### src/rtl/bju_bpred_if.sv
// Fetch-lookup and execute-resolve signal bundle for the branch/jump unit
// with its predictor.
interface bju_bpred_if #(
  parameter int unsigned XLEN = 32
);
  logic [XLEN-1:0] i_if_pc;
  logic            o_pred_taken;
  logic [XLEN-1:0] o_pred_target;
  logic            i_ex_valid;
  logic            i_stall;
  logic            i_b_inst;
  logic [2:0]      i_funct3;
  logic            i_jal;
  logic            i_jalr;
  logic [XLEN-1:0] i_src1;
  logic [XLEN-1:0] i_src2;
  logic [XLEN-1:0] i_fw_rs1_data;
  logic [XLEN-1:0] i_imm;
  logic [XLEN-1:0] i_pc;
  logic            i_ex_pred_taken;
  logic [XLEN-1:0] i_ex_pred_target;
  logic            o_actual_taken;
  logic            o_redirect;
  logic [XLEN-1:0] o_redirect_addr;
  logic [31:0]     o_branch_cnt;
  logic [31:0]     o_mispred_cnt;

  modport master (
    output i_if_pc, i_ex_valid, i_stall, i_b_inst, i_funct3, i_jal, i_jalr,
           i_src1, i_src2, i_fw_rs1_data, i_imm, i_pc, i_ex_pred_taken,
           i_ex_pred_target,
    input  o_pred_taken, o_pred_target, o_actual_taken, o_redirect,
           o_redirect_addr, o_branch_cnt, o_mispred_cnt
  );

  modport slave (
    input  i_if_pc, i_ex_valid, i_stall, i_b_inst, i_funct3, i_jal, i_jalr,
           i_src1, i_src2, i_fw_rs1_data, i_imm, i_pc, i_ex_pred_taken,
           i_ex_pred_target,
    output o_pred_taken, o_pred_target, o_actual_taken, o_redirect,
           o_redirect_addr, o_branch_cnt, o_mispred_cnt
  );
endinterface

### src/rtl/bju_bpred.sv
// Branch/jump resolution in EX plus a BHT/BTB fetch predictor with
// misprediction redirect and performance counters.
module bju_bpred #(
  parameter int unsigned XLEN        = 32,
  parameter int unsigned BHT_ENTRIES = 64,
  parameter int unsigned BTB_ENTRIES = 16,
  parameter logic [1:0]  CNT_INIT    = 2'b01
) (
  input logic       i_clk,
  input logic       i_rst,
  bju_bpred_if.slave bus
);
  localparam int unsigned BHT_IW = $clog2(BHT_ENTRIES);
  localparam int unsigned BTB_IW = $clog2(BTB_ENTRIES);
  localparam int unsigned TAG_W  = XLEN - 2 - BTB_IW;

  logic [1:0]             bht        [BHT_ENTRIES];
  logic [BTB_ENTRIES-1:0] btb_valid;
  logic [BTB_ENTRIES-1:0] btb_jal;
  logic [TAG_W-1:0]       btb_tag    [BTB_ENTRIES];
  logic [XLEN-1:0]        btb_target [BTB_ENTRIES];
  logic [31:0]            branch_cnt;
  logic [31:0]            mispred_cnt;

  logic [BHT_IW-1:0] lk_bht_idx;
  logic [BTB_IW-1:0] lk_btb_idx;
  logic              lk_hit;
  logic              pred_taken;

  // Fetch-side lookup reads stored state only, so a same-cycle update is not seen
  always_comb begin
    lk_bht_idx = bus.i_if_pc[2 +: BHT_IW];
    lk_btb_idx = bus.i_if_pc[2 +: BTB_IW];
    lk_hit     = btb_valid[lk_btb_idx] &&
                 (btb_tag[lk_btb_idx] == bus.i_if_pc[XLEN-1 -: TAG_W]);
    pred_taken = lk_hit && (btb_jal[lk_btb_idx] || bht[lk_bht_idx][1]);
    bus.o_pred_taken  = pred_taken;
    bus.o_pred_target = pred_taken ? btb_target[lk_btb_idx] : '0;
  end

  logic              legal_br;
  logic              br_cond;
  logic              is_jal;
  logic              is_jalr;
  logic              is_br;
  logic              is_ctrl;
  logic              taken;
  logic [XLEN-1:0]   target;
  logic [XLEN-1:0]   fall_through;
  logic              mispred;
  logic              upd;
  logic              redirect;
  logic [BHT_IW-1:0] ex_bht_idx;
  logic [BTB_IW-1:0] ex_btb_idx;
  logic [TAG_W-1:0]  ex_tag;
  logic              ex_hit;

  always_comb begin
    legal_br = 1'b0;
    br_cond  = 1'b0;
    case (bus.i_funct3)
      3'b000: begin legal_br = 1'b1; br_cond = (bus.i_src1 == bus.i_src2); end
      3'b001: begin legal_br = 1'b1; br_cond = (bus.i_src1 != bus.i_src2); end
      3'b100: begin legal_br = 1'b1; br_cond = ($signed(bus.i_src1) <  $signed(bus.i_src2)); end
      3'b101: begin legal_br = 1'b1; br_cond = ($signed(bus.i_src1) >= $signed(bus.i_src2)); end
      3'b110: begin legal_br = 1'b1; br_cond = (bus.i_src1 <  bus.i_src2); end
      3'b111: begin legal_br = 1'b1; br_cond = (bus.i_src1 >= bus.i_src2); end
      default: begin legal_br = 1'b0; br_cond = 1'b0; end
    endcase

    // JAL wins over JALR, which wins over a B-type decode
    is_jal  = bus.i_jal;
    is_jalr = !bus.i_jal && bus.i_jalr;
    is_br   = !bus.i_jal && !bus.i_jalr && bus.i_b_inst && legal_br;
    is_ctrl = is_jal || is_jalr || is_br;

    target       = is_jalr ? ((bus.i_fw_rs1_data + bus.i_imm) & ~XLEN'(1))
                           : (bus.i_pc + bus.i_imm);
    taken        = is_jal || is_jalr || (is_br && br_cond);
    fall_through = bus.i_pc + XLEN'(4);

    mispred  = is_ctrl && ((taken != bus.i_ex_pred_taken) ||
                           (taken && (target != bus.i_ex_pred_target)));
    upd      = bus.i_ex_valid && !bus.i_stall && is_ctrl;
    redirect = bus.i_ex_valid && !bus.i_stall && mispred;

    ex_bht_idx = bus.i_pc[2 +: BHT_IW];
    ex_btb_idx = bus.i_pc[2 +: BTB_IW];
    ex_tag     = bus.i_pc[XLEN-1 -: TAG_W];
    ex_hit     = btb_valid[ex_btb_idx] && (btb_tag[ex_btb_idx] == ex_tag);

    bus.o_actual_taken  = bus.i_ex_valid && is_ctrl && taken;
    bus.o_redirect      = redirect;
    bus.o_redirect_addr = redirect ? (taken ? target : fall_through) : '0;
    bus.o_branch_cnt    = branch_cnt;
    bus.o_mispred_cnt   = mispred_cnt;
  end

  always_ff @(posedge i_clk) begin
    if (i_rst) begin
      for (int unsigned i = 0; i < BHT_ENTRIES; i++) bht[i] <= CNT_INIT;
      btb_valid   <= '0;
      branch_cnt  <= '0;
      mispred_cnt <= '0;
    end else if (upd) begin
      if (is_br) begin
        if (taken && bht[ex_bht_idx] != 2'b11)
          bht[ex_bht_idx] <= bht[ex_bht_idx] + 2'd1;
        else if (!taken && bht[ex_bht_idx] != 2'b00)
          bht[ex_bht_idx] <= bht[ex_bht_idx] - 2'd1;
      end
      if (taken && (is_jal || is_br)) begin
        btb_valid[ex_btb_idx]  <= 1'b1;
        btb_jal[ex_btb_idx]    <= is_jal;
        btb_tag[ex_btb_idx]    <= ex_tag;
        btb_target[ex_btb_idx] <= target;
      end else if (is_jalr && ex_hit) begin
        // A JALR is never allocated, so any hit is an aliasing leftover
        btb_valid[ex_btb_idx] <= 1'b0;
      end
      if (branch_cnt != '1) branch_cnt <= branch_cnt + 32'd1;
      if (mispred && mispred_cnt != '1) mispred_cnt <= mispred_cnt + 32'd1;
    end
  end

  logic unused_bits;
  assign unused_bits = ^bus.i_if_pc[1:0];

endmodule

### src/flat_wrapper.sv
// flat-port wrapper written by rule: the top's interface ports become plain ports
module bju_bpred_flat 
#(
  parameter int unsigned XLEN        = 32,
  parameter int unsigned BHT_ENTRIES = 64,
  parameter int unsigned BTB_ENTRIES = 16,
  parameter logic [1:0]  CNT_INIT    = 2'b01
)
  (i_clk, i_rst, bus_i_if_pc, bus_i_ex_valid, bus_i_stall, bus_i_b_inst, bus_i_funct3, bus_i_jal, bus_i_jalr, bus_i_src1, bus_i_src2, bus_i_fw_rs1_data, bus_i_imm, bus_i_pc, bus_i_ex_pred_taken, bus_i_ex_pred_target, bus_o_pred_taken, bus_o_pred_target, bus_o_actual_taken, bus_o_redirect, bus_o_redirect_addr, bus_o_branch_cnt, bus_o_mispred_cnt);
  bju_bpred_if #(.XLEN(XLEN)) bus_i ();
  input logic i_clk;
  input logic i_rst;
  input wire logic [$bits(bus_i.i_if_pc)-1:0] bus_i_if_pc;
  input wire logic [$bits(bus_i.i_ex_valid)-1:0] bus_i_ex_valid;
  input wire logic [$bits(bus_i.i_stall)-1:0] bus_i_stall;
  input wire logic [$bits(bus_i.i_b_inst)-1:0] bus_i_b_inst;
  input wire logic [$bits(bus_i.i_funct3)-1:0] bus_i_funct3;
  input wire logic [$bits(bus_i.i_jal)-1:0] bus_i_jal;
  input wire logic [$bits(bus_i.i_jalr)-1:0] bus_i_jalr;
  input wire logic [$bits(bus_i.i_src1)-1:0] bus_i_src1;
  input wire logic [$bits(bus_i.i_src2)-1:0] bus_i_src2;
  input wire logic [$bits(bus_i.i_fw_rs1_data)-1:0] bus_i_fw_rs1_data;
  input wire logic [$bits(bus_i.i_imm)-1:0] bus_i_imm;
  input wire logic [$bits(bus_i.i_pc)-1:0] bus_i_pc;
  input wire logic [$bits(bus_i.i_ex_pred_taken)-1:0] bus_i_ex_pred_taken;
  input wire logic [$bits(bus_i.i_ex_pred_target)-1:0] bus_i_ex_pred_target;
  output wire logic [$bits(bus_i.o_pred_taken)-1:0] bus_o_pred_taken;
  output wire logic [$bits(bus_i.o_pred_target)-1:0] bus_o_pred_target;
  output wire logic [$bits(bus_i.o_actual_taken)-1:0] bus_o_actual_taken;
  output wire logic [$bits(bus_i.o_redirect)-1:0] bus_o_redirect;
  output wire logic [$bits(bus_i.o_redirect_addr)-1:0] bus_o_redirect_addr;
  output wire logic [$bits(bus_i.o_branch_cnt)-1:0] bus_o_branch_cnt;
  output wire logic [$bits(bus_i.o_mispred_cnt)-1:0] bus_o_mispred_cnt;
  assign bus_i.i_if_pc = bus_i_if_pc;
  assign bus_i.i_ex_valid = bus_i_ex_valid;
  assign bus_i.i_stall = bus_i_stall;
  assign bus_i.i_b_inst = bus_i_b_inst;
  assign bus_i.i_funct3 = bus_i_funct3;
  assign bus_i.i_jal = bus_i_jal;
  assign bus_i.i_jalr = bus_i_jalr;
  assign bus_i.i_src1 = bus_i_src1;
  assign bus_i.i_src2 = bus_i_src2;
  assign bus_i.i_fw_rs1_data = bus_i_fw_rs1_data;
  assign bus_i.i_imm = bus_i_imm;
  assign bus_i.i_pc = bus_i_pc;
  assign bus_i.i_ex_pred_taken = bus_i_ex_pred_taken;
  assign bus_i.i_ex_pred_target = bus_i_ex_pred_target;
  assign bus_o_pred_taken = bus_i.o_pred_taken;
  assign bus_o_pred_target = bus_i.o_pred_target;
  assign bus_o_actual_taken = bus_i.o_actual_taken;
  assign bus_o_redirect = bus_i.o_redirect;
  assign bus_o_redirect_addr = bus_i.o_redirect_addr;
  assign bus_o_branch_cnt = bus_i.o_branch_cnt;
  assign bus_o_mispred_cnt = bus_i.o_mispred_cnt;
  bju_bpred #(.XLEN(XLEN), .BHT_ENTRIES(BHT_ENTRIES), .BTB_ENTRIES(BTB_ENTRIES), .CNT_INIT(CNT_INIT)) u_core (.i_clk(i_clk), .i_rst(i_rst), .bus(bus_i));
endmodule
### config.mk
export PLATFORM = sky130hd
export DESIGN_NAME = bju_bpred_flat
export DESIGN_NICKNAME = d
export VERILOG_FILES = /design/src/rtl/bju_bpred_if.sv /design/src/rtl/bju_bpred.sv /design/src/flat_wrapper.sv
export SDC_FILE = /design/constraint.sdc
export NUM_CORES = 2
export LEC_CHECK = 0
export CORE_UTILIZATION = 50
export CTS_CLUSTER_SIZE = 16
export DETAILED_ROUTE_END_ITERATION = 16
export GPL_ROUTABILITY_DRIVEN = 1
export PLACE_DENSITY = 0.69
export RECOVER_POWER = 25
export SLEW_MARGIN = 20
export SYNTH_ARGS = -nofsm -noshare
export SYNTH_HDL_FRONTEND = slang
export SYNTH_SLANG_ARGS = --single-unit
### constraint.sdc
create_clock -name i_clk -period 7.5 [get_ports i_clk]
set_input_delay 1.125 -clock i_clk [delete_from_list [all_inputs] [get_ports i_clk]]
set_output_delay 1.125 -clock i_clk [all_outputs]
set_load 0.1 [all_outputs]
# Word level (Yosys, flattened, before mapping)
# Memory sizes are Yosys's and may differ from the RTL's.
# Cells that the tools add are included.
# W data, S select, Z words.
dict set report totals {
  reg_bits 96
  ramBits 1056
  out_inout_bits 131
  elab_cells 118
  mem_count 3
}
dict set report classes {
  addsub 7
  magnitude_cmp 7
  n_eq_ne 14
  muxes 38
  n_bitwise 5
  n_reduce_logical 40
}
# memory words word_bits read_ports rd_clocked_by_memory_dff wr line
set memory_table {}
lappend memory_table {u_core.btb_target 16 32 1 0 1 bju_bpred.sv:21} ;# logic [XLEN-1:0] btb_target [BTB_ENTRIES];
lappend memory_table {u_core.btb_tag 16 26 2 0 1 bju_bpred.sv:20} ;# logic [TAG_W-1:0] btb_tag [BTB_ENTRIES];
lappend memory_table {u_core.bht 64 2 2 0 64 bju_bpred.sv:17} ;# logic [1:0] bht [BHT_ENTRIES];
# cell n
set op_table {}
lappend op_table {{$mux W32} 4}
lappend op_table {{$add A32 B1 Y32 const B} 2}
lappend op_table {{$add A32 B32 Y32} 2}
lappend op_table {{$ge A32 B32 Y1} 2}
lappend op_table {{$lt A32 B32 Y1} 2}
lappend op_table {{$ne A32 B32 Y1} 2}
lappend op_table {{$ne A32 B32 Y1 const B} 2}
lappend op_table {{$eq A26 B26 Y1} 2}
lappend op_table {{$add A32 B3 Y32 const B} 1}
lappend op_table {{$eq A32 B32 Y1} 1}
lappend op_table {{$mux W16} 2}
lappend op_table {{$mux W1} 23}
lappend op_table {{$logic_and A1 B1 Y1} 21}
lappend op_table {{$and A16 B16 Y16} 1}
lappend op_table {{$bwmux W16} 1}
lappend op_table {{$not A16 Y16} 1}
lappend op_table {{$or A16 B16 Y16} 1}
lappend op_table {{$bmux W1 S4} 3}
lappend op_table {{$eq A3 B3 Y1 const B} 4}
lappend op_table {{$lt A4 B5 Y1 const B} 2}
lappend op_table {{$logic_or A1 B1 Y1} 6}
lappend op_table {{$mux W6} 1}
lappend op_table {{$pmux W1 S6} 1}
lappend op_table {{$reduce_and A2 Y1} 3}
lappend op_table {{16 further kinds} 21}

# Depth between registers and ports, before layout
dict set report depth {
  ltp_word 17
  depth_mapped 19
  mapped_depth_nobuf 14
}

# Worst setup path after synthesis
# OpenSTA, ideal clock, no wires.
dict set report synth_path {
  kind {input-to-output}
  from {input port bus_i_pc[0]}
  to {output port bus_o_redirect_addr[4]}
  arrival_ns 6.453
  setup_slack_ns -0.078
  cell_stages 15
  n_path_buf 1
  cell_sequence {ha_1 fa_1 a21o_1 a221oi_2 or2_4 and3_1 a21oi_1 o211ai_1 xor2_1 nor4b_2 nand4_1 or4_4 nand2_1 buf_4 a211oi_1}
}
dict set report synth_via {
  elab_chain_cells 8
  elab_cells_between_ends 10
  cone_classes {add/sub: 2; eq/ne: 1; mux: 3; reduce/logical: 4}
}
# element line
set synth_rtl {}
lappend synth_rtl {{start: declaration} flat_wrapper.sv:24} ;# input wire logic [$bits(bus_i.i_pc)-1:0] bus_i_pc;
lappend synth_rtl {{$add A32 B32 Y32} bju_bpred.sv:78} ;# : (bus.i_pc + bus.i_imm);
lappend synth_rtl {{$mux W32} bju_bpred.sv:77} ;# target = is_jalr ? ((bus.i_fw_rs1_data + bus.i_imm) & ~XLEN'(1))
lappend synth_rtl {{via u_core.target[18]} bju_bpred.sv:48} ;# logic [XLEN-1:0] target;
lappend synth_rtl {{$ne A32 B32 Y1} bju_bpred.sv:83} ;# (taken && (target != bus.i_ex_pred_target)));
lappend synth_rtl {{$logic_and A1 B1 Y1} bju_bpred.sv:83}
lappend synth_rtl {{$logic_or A1 B1 Y1} bju_bpred.sv:82} ;# mispred = is_ctrl && ((taken != bus.i_ex_pred_taken) ||
lappend synth_rtl {{$logic_and A1 B1 Y1} bju_bpred.sv:82}
lappend synth_rtl {{$logic_and A1 B1 Y1} bju_bpred.sv:85} ;# redirect = bus.i_ex_valid && !bus.i_stall && mispred;
lappend synth_rtl {{$mux W32} bju_bpred.sv:94} ;# bus.o_redirect_addr = redirect ? (taken ? target : fall_through) : '0;
lappend synth_rtl {{end: declaration} flat_wrapper.sv:31} ;# output wire logic [$bits(bus_i.o_redirect_addr)-1:0] bus_o_redirect_addr;
# The timed path passes the listed nets, and every way through them passes these cells.

# Worst setup path after layout
dict set report layout_path {
  from {input port bus_i_pc[17]}
  to {output port bus_o_redirect_addr[5]}
}
dict set report layout_via {
  elab_chain_cells 8
}
# element line
set layout_rtl {}
lappend layout_rtl {{$add A32 B32 Y32} bju_bpred.sv:78}
lappend layout_rtl {{$mux W32} bju_bpred.sv:77}
lappend layout_rtl {{$ne A32 B32 Y1} bju_bpred.sv:83}
lappend layout_rtl {{$logic_and A1 B1 Y1} bju_bpred.sv:83}
lappend layout_rtl {{$logic_or A1 B1 Y1} bju_bpred.sv:82}
lappend layout_rtl {{$logic_and A1 B1 Y1} bju_bpred.sv:82}
lappend layout_rtl {{$logic_and A1 B1 Y1} bju_bpred.sv:85}
lappend layout_rtl {{$mux W32} bju_bpred.sv:94}
# Every way passes these cells.

==> run summary <==
In this run the mean area of a mapped cell was 14.2 um2. Global routing used 31.9% of the available tracks across all layers. Worst min-delay path class: reg2reg. Summing all multi-input logic gate instances after layout gives 0.0224 mm2.

The sequential cells in the finished layout cover a total of 0.0338 mm2. STA classifies the critical path endpoint as an output pin. Total power for the finished layout comes to 15.1 mW.

The largest total area in the synthesized netlist belongs to edfxtp_1. The first global-routing pass estimated 268,000 um of wire. Fraction of power spent switching nets: 26.1%. Across all setup checks in the final design, the least slack found is 0.0762 ns. The tools report the proportion of power drawn by flip-flops and latches as 48.0%. By instance count, the cell type seen most on the critical path is buf_12.

For the post-layout net count, the log shows 4,799. The flow ran to the end, but the final reports show violations. The die covers 0.116 mm2.

The number of global-route vias before repair was 39,367. The height of the die works out to 341 um. For this design, the slowest cell found on the critical path is a211oi_1. For the number of ports placed on the die boundary, the log shows 366. Setup violations remaining at the end of the flow were counted as 0. The uppermost signal routing layer after detailed routing was met5. The wire-length estimate of the detail-placed layout is 124,000 um. The core region is 0.113 mm2. For the worst-case clock buffer depth, the log shows 3. The initial utilization of the core area, before any placement, comes to 50.7%.

The maximum resistive drop on vdd came out at 215 uV. The analysis attributes to net switching a power of 3.93 mW. The run gives 8,594 as the fill cell total of the finished layout.

TritonCTS built the clock tree. The share of the cycle needed by the critical path after routing was 99.0%; the pin count of the biggest net entering global routing was 90. Counting distinct cell types in the post-synthesis netlist gives 103. The total power density per cell area was 221 mW/mm2. The critical path goes through clkdlybuf4s50_1 > clkbuf_1 > ha_1 > nand4_1 > nor3_1 > o221ai_1 > or4_1 > o211ai_1 > xor2_1 > xnor2_1 > o2111ai_1 > or4_4 > nand2_2 > buf_12 > a211oi_1 > buf_12.

STA puts the critical path data required time at 6.38 ns. The nature of the critical path startpoint is an input port. Headroom to the max-slew limit came out at -12.8%.

The post-synthesis instance total is 4,036, and the post-layout utilization of the core is 60.2%. Of the cells placed in the final design, the portion with a size suffix greater than 1 is 19.4%. The run gives 0 as the antenna violation net count after detailed routing. In this design, the stage delay of the slowest critical-path cell is 0.91 ns.

Ranked by total cell area, the synthesized netlist is headed by edfxtp_1, mux4_2, dfxtp_1. The amount of wire on met3 after detailed routing is 22,400 um. The clock network accounts for 37.5% of the total power. For this block, the via count after detailed routing is 40,202.

The checks that failed: max-capacitance violations, max-slew violations. For the routability-driven placement congestion ratio, the log shows 0.957. The sum of overflow across all layers after global routing was 0; the width of the die was 341 um. The final critical path time including I/O delays and setup works out to 7.42 ns. For the CTS H-tree depth, the log shows 3. The critical path depth in cells was 16; the fraction of post-synthesis cell area in the top cell type by area was 56.1%.

The number of hold violations in the final report is 0. Dividing the detail-routed via count by the number of cells gives 6.63. The worst setup path is of the in2out kind.

The maximum fanout encountered on the critical timing path works out to 11. The run gives 22.6 nW as the leakage power figure. The iteration-0 DRC count of the detailed router was 5,002. The cell area that synthesis handed to floorplanning was 0.0573 mm2. By instance count, the leading cell after synthesis is edfxtp_1. The run gives 56 as the number of pins with negative max-slew slack in the final report. The number of buffers added on ports works out to 363.

In this design, the largest share of critical-path delay is due to compound AO/OA/AOI/OAI gates. The root buffer cell chosen for the clock tree is clkbuf_16. After detailed routing, the average wire length per cell comes to 30.9 um. Summed over all failing endpoints, the final setup total negative slack is 0 ns. Once the clock tree was built, the setup fixing pass inserted 0 buffers.

Count of unresolved DRC violations after routing: 0. The floorplan has 123 rows. Counting the buffers created by CTS gives 114. For the worst-skew pair, the clock arrives at the later sink with an insertion delay of 0.75 ns.

The tools report the detailed-routing iteration count for the pre-antenna-repair pass as 6. Internal power comes to 11.1 mW. The logs give 87,200 um for the met2 wire length and 11 for the initial antenna violation count. For the overall routed net length, the log shows 187,000 um. After detailed routing, the wire length on met1 is 66,900 um.

The upper clock frequency limit came out at 0.135 GHz. Between clock sinks in the finished design, the worst skew comes to 0.0674 ns. When the netlist entered floorplanning its net count stood at 4,372.

The number of cells on the worst reg-to-reg path is 10. Along the worst hold path, the cell count comes to 2. At the pin with the least slew margin, the transition time is 1.69 ns. At the placement stage, the worst setup path has a slack of 0.0548 ns. Counting instances in the post-synthesis netlist gives the leading cell types as edfxtp_1, mux4_2, nand2_1.

The sum of buffers and inverters on the critical path is 4. Setup repair after global routing could not meet its margin everywhere. The worst hold-check slack came out at 0.492 ns.

Combinational cells account for 14.6% of the total power. The synthesized design contains 1,152 register bits. Counting flops with an async set or reset pin after synthesis yields a share of 0%. Of the synthesized area, sequential elements account for 58.9%. The clock drives 1,152 sinks. The reg-to-reg endpoint was u_core.bht[40][1]$_SDFFCE_PN0P_.

Data arrives at the worst endpoint at 6.30 ns. The startpoint identified for the worst register-to-register timing path is u_core.bht[27][0]$_SDFFCE_PN1P_. The worst register-to-register path has a setup slack of 3.21 ns. Compared with the post-synthesis result, the final layout area differs by 18.8%. The dominant register cell in the synthesized netlist was edfxtp_1.

The tools report the hold-fix buffer count after cts as 0. Clock-pin slew was measured on the worst setup and hold paths at 0.06 ns. The path with the worst hold slack has its endpoint at u_core.bus.o_mispred_cnt[13]$_SDFFE_PP0P_. Count of maximum capacitance violations: 2. The startpoint identified for the worst hold timing path is u_core.bus.o_mispred_cnt[13]$_SDFFE_PP0P_.

The tools report the count of warnings emitted by yosys as 0. The number of enable flip-flop cells after synthesis came out at 1,072.
## power by group through the flow
stage          registers [mW]  logic, mW  clock network (mW)
6_report                 7.22       2.19                5.64
5_1_grt                  7.22       2.30                5.91
4_1_cts                  7.21       2.17                5.67
3_5_place_dp             7.35       2.16                   0
3_3_place_gp             7.35       2.13                   0
2_1_floorplan            7.36       1.24                   0
## per-stage QoR
stage / cell area [um2] / instances
4_1_cts: 68200 / 6059
2_1_floorplan: 57400 / 4036
3_3_place_gp: 64500 / 5847
5_1_grt: 68100 / 6063
3_5_place_dp: 64500 / 5847
6_report: 68100 / 6063
## tightest hold or removal path, stage by stage (launching register included)
cell,delay [ns]
dfxtp_1,0.32
o31ai_1,0.07
a21oi_1,0.05
## sequential cells by signal (all words and copies together) (netlist names), named ones only
signal and count:
u_core.bus.o_branch_cnt 32, u_core.bus.o_mispred_cnt 32, u_core.btb_target 512, u_core.btb_jal 16, u_core.bht 128, u_core.btb_tag 416
## layer usage
layer,vias to the layer above,GRT usage [%]
met4,14,16.1
li1,16971,-
met5,-,0
met2,2630,50.7
met1,20144,41.0
met3,443,7.71
## layout by cell type, fill, tap and decap left out, types with 46 or more instances in the layout
| cell type | instances |
|---|---|
| nand2_1 | 280 |
| buf_12 | 84 |
| nand4_1 | 66 |
| o21ai_0 | 76 |
| dfxtp_1 | 80 |
| a22oi_1 | 135 |
| ha_1 | 99 |
| buf_4 | 173 |
| clkbuf_16 | 114 |
| and3_1 | 56 |
| inv_1 | 73 |
| a21o_1 | 68 |
| a21oi_1 | 171 |
| nor3_1 | 46 |
| mux2i_1 | 48 |
| xor2_1 | 75 |
| clkbuf_1 | 60 |
| dlygate4sd3_1 | 60 |
| mux4_2 | 334 |
| xnor2_1 | 96 |
| edfxtp_1 | 1072 |
| nor2_1 | 268 |
| clkdlybuf4s50_1 | 226 |
| nor2b_1 | 47 |
| nand3_1 | 101 |
## how the worst max path moves through the flow
stage | start | endpoint | slack (ns)
floorplan | bus_i_pc[0] | bus_o_redirect_addr[4] | -0.08
global placement | bus_i_imm[0] | bus_o_redirect_addr[1] | 0.11
detailed placement | bus_i_imm[0] | bus_o_redirect_addr[1] | 0.05
CTS | bus_i_imm[0] | bus_o_redirect_addr[1] | 0.04
global route | bus_i_imm[4] | bus_o_redirect_addr[7] | -0.02
finish | bus_i_pc[17] | bus_o_redirect_addr[5] | 0.08
## repair_timing
action | 4_1_cts | 5_1_grt
gates resized for setup | 0 | 5
endpoints found under the setup margin | 0 | 33
hold endpoints to repair | 0 | 0
## layout make-up
type,instances,area share (%)
sequential,1152,49.6
multi-input combinational,2536,32.9
timing repair buffer,583,8.85
clock buffer,138,4.32
tap,1500,2.76
clock inverter,74,1.07
inverter,76,0.419
antenna,4,0.0147
## cell families (layout without fill, tap and decap cells)
| group | count (synthesis) | after routing | synth area share [%] |
|---|---|---|---|
| flip-flops | 1152 | 1152 | 58.9 |
| AND/OR/NAND/NOR | 1060 | 1060 | 9.28 |
| AO/OA/AOI/OAI | 774 | 774 | 9.44 |
| multiplexers | 423 | 423 | 14.8 |
| buffers and inverters | 348 | 871 | 2.47 |
| XOR/XNOR | 178 | 178 | 2.88 |
| adder cells (fa/ha/maj) | 101 | 101 | 2.23 |
| other | 0 | 4 | 0 |
No activity file was read; power rests on OpenSTA's default activity.
